`config.mk`:
```
export PLATFORM = sky130hd
export DESIGN_NAME = irq_stim_gen
export DESIGN_NICKNAME = d
export VERILOG_FILES = /design/src/rtl/irq_stim_gen.sv
export SDC_FILE = /design/constraint.sdc
export NUM_CORES = 1
export LEC_CHECK = 0
export ABC_AREA = 1
export BUFFER_PORTS_ARGS = -buffer_cell sky130_fd_sc_hd__buf_2
export CAP_MARGIN = 20
export CORE_ASPECT_RATIO = 2
export CORE_MARGIN = 1.5
export CORE_UTILIZATION = 54
export CTS_CLUSTER_DIAMETER = 150
export DETAILED_ROUTE_END_ITERATION = 10
export HOLD_SLACK_MARGIN = 0.05
export PLACE_DENSITY = 0.77
export SLEW_MARGIN = 20
export SYNTH_ARGS = -nofsm -noshare
export SYNTH_HDL_FRONTEND = slang
export SYNTH_SLANG_ARGS = --single-unit
export TNS_END_PERCENT = 1
```
`constraint.sdc`:
```
create_clock -name clk -period 1.6 [get_ports clk]
set_input_delay 0.08 -clock clk [delete_from_list [all_inputs] [get_ports clk]]
set_output_delay 0.08 -clock clk [all_outputs]
set_load 0.005 [all_outputs]
```
`src/rtl/irq_stim_gen.sv`:
```
// irq_stim_gen - multi-channel interrupt stimulus generator.
//
// Each channel watches the CPU macroscopic PC for a programmed target word.
// On a match it waits cfg_dly cycles and then raises its interrupt line. The
// line stays high until the handler writes that channel's ack word
// (ACK_BASE + 4*k). A channel fires at most cfg_limit times and then parks in
// DONE until it is reconfigured.
//
// Optional feature: define IRQ_TIMEOUT_EN to drop a line that has gone
// unacknowledged for TIMEOUT_CYC cycles. The channel then sets a sticky
// timeout_err bit and moves to DONE.
//
// Ports
//   clk, reset                      clock, async active-low reset
//   macroscopic_pc                  CPU PC, word compare ([1:0] ignored)
//   m_int_addr, m_int_byteen        ack write: address ([1:0] ignored), any byteen bit = valid
//   cfg_we, cfg_ch, cfg_pc,
//   cfg_dly, cfg_limit              per-channel configuration write
//   interrupt                       registered interrupt lines
//   fired_cnt                       per-channel assertion counts, ch k at [k*CNT_W +: CNT_W]
//   busy                            any channel in WAIT or ASSERT
//   timeout_err                     sticky per-channel timeout flags
module irq_stim_gen #(
  parameter int          N_CH        = 4,
  parameter int          CNT_W       = 4,
  parameter int          DLY_W       = 8,
  parameter logic [31:0] ACK_BASE    = 32'h7f20,
  parameter int          TIMEOUT_CYC = 1024
) (
  input  logic                    clk,
  input  logic                    reset,
  input  logic [31:0]             macroscopic_pc,
  input  logic [31:0]             m_int_addr,
  input  logic [3:0]              m_int_byteen,
  input  logic                    cfg_we,
  input  logic [2:0]              cfg_ch,
  input  logic [31:0]             cfg_pc,
  input  logic [DLY_W-1:0]        cfg_dly,
  input  logic [CNT_W-1:0]        cfg_limit,
  output logic [N_CH-1:0]         interrupt,
  output logic [N_CH*CNT_W-1:0]   fired_cnt,
  output logic                    busy,
  output logic [N_CH-1:0]         timeout_err
);

  typedef enum logic [1:0] {S_IDLE, S_WAIT, S_ASSERT, S_DONE} state_e;

  localparam logic [CNT_W-1:0] CNT_ONE = CNT_W'(1);
  localparam logic [CNT_W-1:0] CNT_MAX = '1;
  localparam logic [DLY_W-1:0] DLY_ONE = DLY_W'(1);

  logic            ack_vld;
  logic [29:0]     ack_word, pc_word;
  logic [N_CH-1:0] busy_ch;
  logic            unused_bits;

  assign ack_vld     = |m_int_byteen;
  assign ack_word    = m_int_addr[31:2];
  assign pc_word     = macroscopic_pc[31:2];
  assign busy        = |busy_ch;
  assign unused_bits = ^{macroscopic_pc[1:0], m_int_addr[1:0], cfg_pc[1:0]};

`ifndef IRQ_TIMEOUT_EN
  logic [31:0] unused_tmo;
  assign unused_tmo = 32'(TIMEOUT_CYC);
`endif

  for (genvar k = 0; k < N_CH; k++) begin : g_ch
    localparam logic [29:0] ACK_WORD = 30'((ACK_BASE >> 2) + 32'(k));

    state_e           state_q, state_d;
    logic [29:0]      tgt_q, tgt_d;
    logic [DLY_W-1:0] dly_q, dly_d, cnt_q, cnt_d;
    logic [CNT_W-1:0] lim_q, lim_d, fired_q, fired_d;
    logic             guard_q, guard_d, irq_q, irq_d;
    logic             hit, ack, cfg_hit, tmo_hit;

    assign hit     = (pc_word == tgt_q);
    assign ack     = ack_vld && (ack_word == ACK_WORD);
    assign cfg_hit = cfg_we && (cfg_ch == 3'(k));

`ifdef IRQ_TIMEOUT_EN
    localparam int TW = $clog2(TIMEOUT_CYC + 1);
    logic [TW-1:0] tmo_q, tmo_d;
    logic          terr_q, terr_d;
    // tmo_q counts completed cycles in ASSERT; the line drops at the edge
    // that would make it TIMEOUT_CYC.
    assign tmo_hit        = (tmo_q == TW'(TIMEOUT_CYC - 1));
    assign timeout_err[k] = terr_q;
`else
    assign tmo_hit        = 1'b0;
    assign timeout_err[k] = 1'b0;
`endif

    always_comb begin
      state_d = state_q;
      tgt_d   = tgt_q;
      dly_d   = dly_q;
      cnt_d   = cnt_q;
      lim_d   = lim_q;
      fired_d = fired_q;
      irq_d   = irq_q;
      // Re-arm guard: released by any cycle where the PC is off target.
      guard_d = guard_q && hit;
`ifdef IRQ_TIMEOUT_EN
      terr_d  = terr_q;
`endif
      unique case (state_q)
        S_IDLE: begin
          if (lim_q != '0 && fired_q < lim_q && hit && !guard_q) begin
            state_d = S_WAIT;
            cnt_d   = dly_q;
          end
        end
        S_WAIT: begin
          if (cnt_q == '0) begin
            state_d = S_ASSERT;
            irq_d   = 1'b1;
          end else begin
            cnt_d = cnt_q - DLY_ONE;
          end
        end
        S_ASSERT: begin
          if (ack) begin
            irq_d   = 1'b0;
            guard_d = 1'b1;
            fired_d = (fired_q == CNT_MAX) ? fired_q : fired_q + CNT_ONE;
            state_d = (CNT_W'(fired_q + CNT_ONE) == lim_q) ? S_DONE : S_IDLE;
          end else if (tmo_hit) begin
            irq_d   = 1'b0;
            state_d = S_DONE;
`ifdef IRQ_TIMEOUT_EN
            terr_d  = 1'b1;
`endif
          end
        end
        default: ;
      endcase
`ifdef IRQ_TIMEOUT_EN
      tmo_d = (state_q == S_ASSERT && state_d == S_ASSERT) ? tmo_q + TW'(1) : '0;
`endif
      // Configuration overrides every other same-cycle event on this channel.
      if (cfg_hit) begin
        state_d = S_IDLE;
        tgt_d   = cfg_pc[31:2];
        dly_d   = cfg_dly;
        lim_d   = cfg_limit;
        cnt_d   = '0;
        fired_d = '0;
        irq_d   = 1'b0;
        guard_d = 1'b0;
`ifdef IRQ_TIMEOUT_EN
        terr_d  = 1'b0;
        tmo_d   = '0;
`endif
      end
    end

    always_ff @(posedge clk or negedge reset) begin
      if (!reset) begin
        state_q <= S_IDLE;
        tgt_q   <= '0;
        dly_q   <= '0;
        cnt_q   <= '0;
        lim_q   <= '0;
        fired_q <= '0;
        guard_q <= 1'b0;
        irq_q   <= 1'b0;
`ifdef IRQ_TIMEOUT_EN
        tmo_q   <= '0;
        terr_q  <= 1'b0;
`endif
      end else begin
        state_q <= state_d;
        tgt_q   <= tgt_d;
        dly_q   <= dly_d;
        cnt_q   <= cnt_d;
        lim_q   <= lim_d;
        fired_q <= fired_d;
        guard_q <= guard_d;
        irq_q   <= irq_d;
`ifdef IRQ_TIMEOUT_EN
        tmo_q   <= tmo_d;
        terr_q  <= terr_d;
`endif
      end
    end

    assign interrupt[k]                  = irq_q;
    assign fired_cnt[k*CNT_W +: CNT_W]   = fired_q;
    assign busy_ch[k]                    = (state_q == S_WAIT) || (state_q == S_ASSERT);
  end

endmodule

```
Yosys cells after proc, flatten, opt, wreduce, memory -nomap -nowiden
Cells that the tools add are included.
Cells by class
  add/sub/neg operators: 8
  magnitude comparators: 4
  equality and inequality tests: 47
  multiplexer cells: 84
  reduce and logical (&&, ||, !) cells: 83
Operators with widths (number)
  $eq A30 B13 Y1 const B: 4
  $eq A30 B30 Y1: 4
  $mux W8: 12
  $mux W4: 16
  $pmux W8 S2: 4
  $ne A3 B3 Y1 const B: 16
  $mux W2: 20
  $reduce_and A3 Y1: 12
  $logic_not A8 Y1: 4
  $reduce_bool A4 Y1: 8
  $sub A8 B1 Y8 const B: 4
  $logic_and A1 B1 Y1: 24
  $mux W1: 24
  $pmux W2 S3: 4
  $reduce_bool A3 Y1: 8
  $add A4 B1 Y4 const B: 4
  $eq A4 B4 Y1: 4
  $eq A4 B4 Y1 const B: 4
  $lt A4 B4 Y1: 4
  $reduce_and A4 Y1: 4
  $reduce_bool A2 Y1: 8
  $eq A2 B1 Y1 const B: 4
  $eq A2 B2 Y1 const B: 4
  $logic_not A2 Y1: 4
  other kinds (8): 22
Storage, ports and cells
  register bits after elaboration: 232
  input bits: 118

Depth between registers and ports, before layout
  word-level depth: 7
  depth in mapped cells: 13
  gate-level depth less buffers: 12

Least setup slack after synthesis
Ideal clock, no wire load.
  path type: flip-flop to flip-flop
  from: register g_ch[3].fired_q[1]
  to: register g_ch[3].cnt_q[3]
  library setup time: 0.117 ns
  data arrival time: 1.437 ns
  data required time: 1.483 ns
  setup slack: 0.047 ns
  cell stages (with the launch flop): 12
  buffers on the path: 0
  period minus slack after synthesis: 1.553 ns
  path through: dfrtp_1 -> ha_1 -> inv_1 -> nor2_1 -> o21ai_0 -> a21oi_1 -> nor2_1 -> nand3_1 -> nand2_2 -> nand2_2 -> nand2_1 -> nand2_1
Between the ends
  word-level cells in the longest chain between the ends: 6
RTL lines
  start: declaration: RTL line 74  | logic [CNT_W-1:0] lim_q, lim_d, fired_q, fired_d;
  start signal: assignment: RTL line 179  | fired_q <= fired_d;
  $lt A4 B4 Y1: RTL line 110  | if (lim_q != '0 && fired_q < lim_q && hit && !guard_q) begin
  $logic_and A1 B1 Y1 (3 in a row): RTL line 110
  $ne A3 B3 Y1 (no source line)
  $reduce_and A3 Y1 (no source line)
  end signal: assignment: RTL line 177  | cnt_q <= cnt_d;
  end: declaration: RTL line 73  | logic [DLY_W-1:0] dly_q, dly_d, cnt_q, cnt_d;
No other way between the ends.
A chain may end at the register's enable or synchronous reset.

Worst setup path in the final report
  from: register g_ch[0].state_q[1]
  to: output port busy
Between the ends
  word-level cells in the longest chain between the ends: 3
  elaborated cells on any way between the ends: 4
  those cells by class: eq/ne: 2; reduce/logical: 2
RTL lines
  start: declaration: RTL line 71  | state_e state_q, state_d;
  start signal: assignment: RTL line 174  | state_q <= state_d;
  $eq A2 B1 Y1 or $eq A2 B2 Y1 (tied branches): RTL line 191  | assign busy_ch[k] = (state_q == S_WAIT) || (state_q == S_ASSERT);
  $logic_or A1 B1 Y1 (*): RTL line 191
  $reduce_or A4 Y1 (*): RTL line 60  | assign busy = |busy_ch;
  end: declaration: RTL line 42  | output logic busy,
Every way passes the cells marked *; elsewhere a longest branch is shown, timed or not.

==> results.toml <==
[timing]
setup_viol = 41
rsz0062_at_grt = "true"
setup_tns_ns = -4.63
min_period_over_period = 1.24
max_freq_mhz = 505
holdWs_ns = 0.0624
finalCriticalPeriod_ns = 1.98
setup_slack_ns = -0.379
finClkSkew_ns = 0.0260
finalHoldViolations = 0
drv_slew = 0

[route]
ant_nets = 0
routed_wl_um = 35600
viasPerCell = 5.25
drtPass1Iterations = 7
drc = 0
wl_per_cell_um = 15.5
first_iter_violations = 528
vias = 12100

[cells_and_area]
fin_nets = 2155
area.growth.synth_to_final_pct = 22.8
utilization = 0.678
drive_gt1_frac = 0.182
n_fill_cell = 1966
stdcell_area_um2 = 16200

[synthesis]
synth_top_cell_area_share = 0.440
synthArstFlopShare = 1.00
synthTopCellsByArea = "dfrtp_1 (44%), nand2_1 (16%), o21ai_0 (6.8%)"
yosysMostFrequentCell = "nand2_1"
ys_warn_count = 0
netlist_instances = 1749
synth_top_cell_by_area = "dfrtp_1"
syn_avg_cell_area_um2 = 7.55
syn_area_um2 = 13200
ys_top_cells_by_count = "nand2_1 (559), dfrtp_1 (232), inv_1 (187), o21ai_0 (180), nand3_1 (102)"
synth_edf_count = 0
synth_ff_type = "dfrtp_1"
ys_ff_latch = 232
synthDistinctLibCells = 40
synth_seq_area_share = 0.440

[power]
peakVddDrop_mv = 1.09
powerDensity_nw_per_um2 = 1430
p_total_mw = 23.2
p_leak_nw = 8.35

[worst_setup_path]
crit_type = "reg2out"
critPathMaxFanout = 2
cp.arrival_ns = 1.90
cpLargestDelayFamily = "simple AND/OR/NAND/NOR gates"
path_depth = 4
critPathSlowestCell = "or4_4"
path_buf_inv = 2
r2r.worst_path.cells = 11
max_stage_delay_ns = 0.54
path_cells = "inv_2 -> ha_4 -> or4_4 -> buf_6"
cp.required_ns = 1.52
cp-end-kind = "output port"
start_kind = "flip-flop"

[placement]
io_buffer_count = 132
gp_congestion = 0.949
postPlaceCellArea_um2 = 14600
dp_hpwl_um = 26300

[cts]
clkTransAtPathRegs_ns = 0.06
cts.sinks = 232
cts_made_buffers = 23
root_buffer = "clkbuf_16"
clkLatencyLatePin_ns = 0.54
h-tree-depth = 1
tritoncts = "built"
cts_buffer_depth = 3

[grt]
grt_pass1_wl_um = 58600
grt.overflow.total = 0
grt_antenna_before_repair = 1
grt_max_degree = 61
grt_pass1_vias = 12600
grt.total_usage = 0.289

[status]
violations = "negative setup slack"
status = "finished, violations left"

[worst_hold_path]
hp-class = "in2async"

[flow_run]
drv_cap = 0

[floorplanning]
start_util = 0.552
die_h_um = 224
rows = 80
die_w_um = 114
core_area_um2 = 23900
ios = 143
dieArea_um2 = 25400
worst paths after layout:
| kind | from | endpoint | slack (ns) |
|---|---|---|---|
| setup / recovery | g_ch[0].state_q[1] | busy | -0.38 |
| hold / removal | reset | g_ch[2].tgt_q[20] | 0.06 |
| setup reg to reg | g_ch[3].tgt_q[23] | g_ch[3].cnt_q[2] | -0.21 |
| hold reg to reg | g_ch[1].cnt_q[5] | g_ch[1].cnt_q[5] | 0.47 |
| max in group asynchronous | reset | g_ch[3].guard_q | 0.90 |
| min in group clk | cfg_ch[0] | g_ch[3].guard_q | 0.07 |
sequential cells by signal, summed over array words and instances (netlist names):
register	flops
g_ch.guard_q	4
g_ch.irq_q	4
g_ch.tgt_q	120
g_ch.state_q	8
g_ch.lim_q	16
g_ch.fired_q	16
g_ch.cnt_q	32
g_ch.dly_q	32
metal layers:
metal,up-vias,track usage,routed length [um]
met1,5638,0.278,12300
met5,-,0,0
met4,0,0.196,2570
met3,121,0.0344,1370
met2,322,0.555,19400
li1,5995,-,-
cell families after synthesis:
| family | share of synthesized area |
|---|---|
| flip-flops | 0.440 |
| AO/OA/AOI/OAI | 0.104 |
| AND/OR/NAND/NOR | 0.262 |
| buffers and inverters | 0.0882 |
| adder cells (fa/ha/maj) | 0.0379 |
| XOR/XNOR | 0.0677 |
| other | 0.000284 |
what timing repair did:
action,CTS,global route
resized for setup,33,23
pin swaps,6,4
setup buffers,5,3
hold buffers,59,0
hold endpoints to repair,402,0
endpoints found under the setup margin,41,61
placed cells by master, fill, tap and decap left out, types with 2 or more instances in the layout:
master,count
nand2_1,556
dfrtp_1,231
inv_1,177
o21ai_0,176
buf_2,130
nand3_1,101
buf_4,98
nor2_1,83
xnor2_1,74
dlygate4sd3_1,58
o21ai_1,50
ha_1,33
inv_2,28
xor2_1,25
a21oi_1,25
clkbuf_16,23
nor2_2,20
nand2_2,16
nand4_1,13
nor3_1,11
clkbuf_1,8
nor2_4,7
or2_2,5
ha_4,5
buf_12,5
o31ai_1,4
conb_1,4
nand3_4,3
nand3b_1,3
xnor2_2,3
nor3_2,3
clkbuf_8,3
a21oi_2,2
a21boi_1,2
a31oi_1,2
a32oi_1,2
a22o_1,2
ha_2,2
bufinv_16,2
where the power goes:
part	switching [mW]	leakage (nW)	internal, mW
Combinational	5.48	5.07	4.05
Sequential	1.01	2.94	7.27
Clock	2.29	0.351	3.11
stage by stage:
| step | std cells | worst slack [ns] |
|---|---|---|
| after floorplan | 1752 | 0.0467 |
| after global placement | 2192 | -0.193 |
| after detailed placement | 2192 | -0.238 |
| after CTS | 2295 | -0.377 |
| after global routing | 2299 | -0.408 |
| final | 2299 | -0.379 |
final cells by class:
type / instances / area [um2] / share of cell area
multi-input cells: 1241 / 6440 / 0.397
flip-flops and latches: 232 / 5810 / 0.358
repair buffers: 294 / 2110 / 0.130
inverters: 205 / 769 / 0.0475
clock buffers: 34 / 647 / 0.0399
well taps: 287 / 359 / 0.0221
clock inverters: 5 / 81.3 / 0.00502
diodes: 1 / 2.50 / 0.000154
worst register-to-register path: stages (launching register included):
cell     delay [ns]
dfrtp_1        0.39
xnor2_1        0.21
nand2_1        0.14
nor2_4         0.12
nand2_1        0.08
nor2_2         0.12
buf_4          0.13
nand3_1        0.08
nand2_2        0.13
buf_4          0.18
nand3_1        0.10
nand2_1        0.09
(Power assumes the default switching activity.)
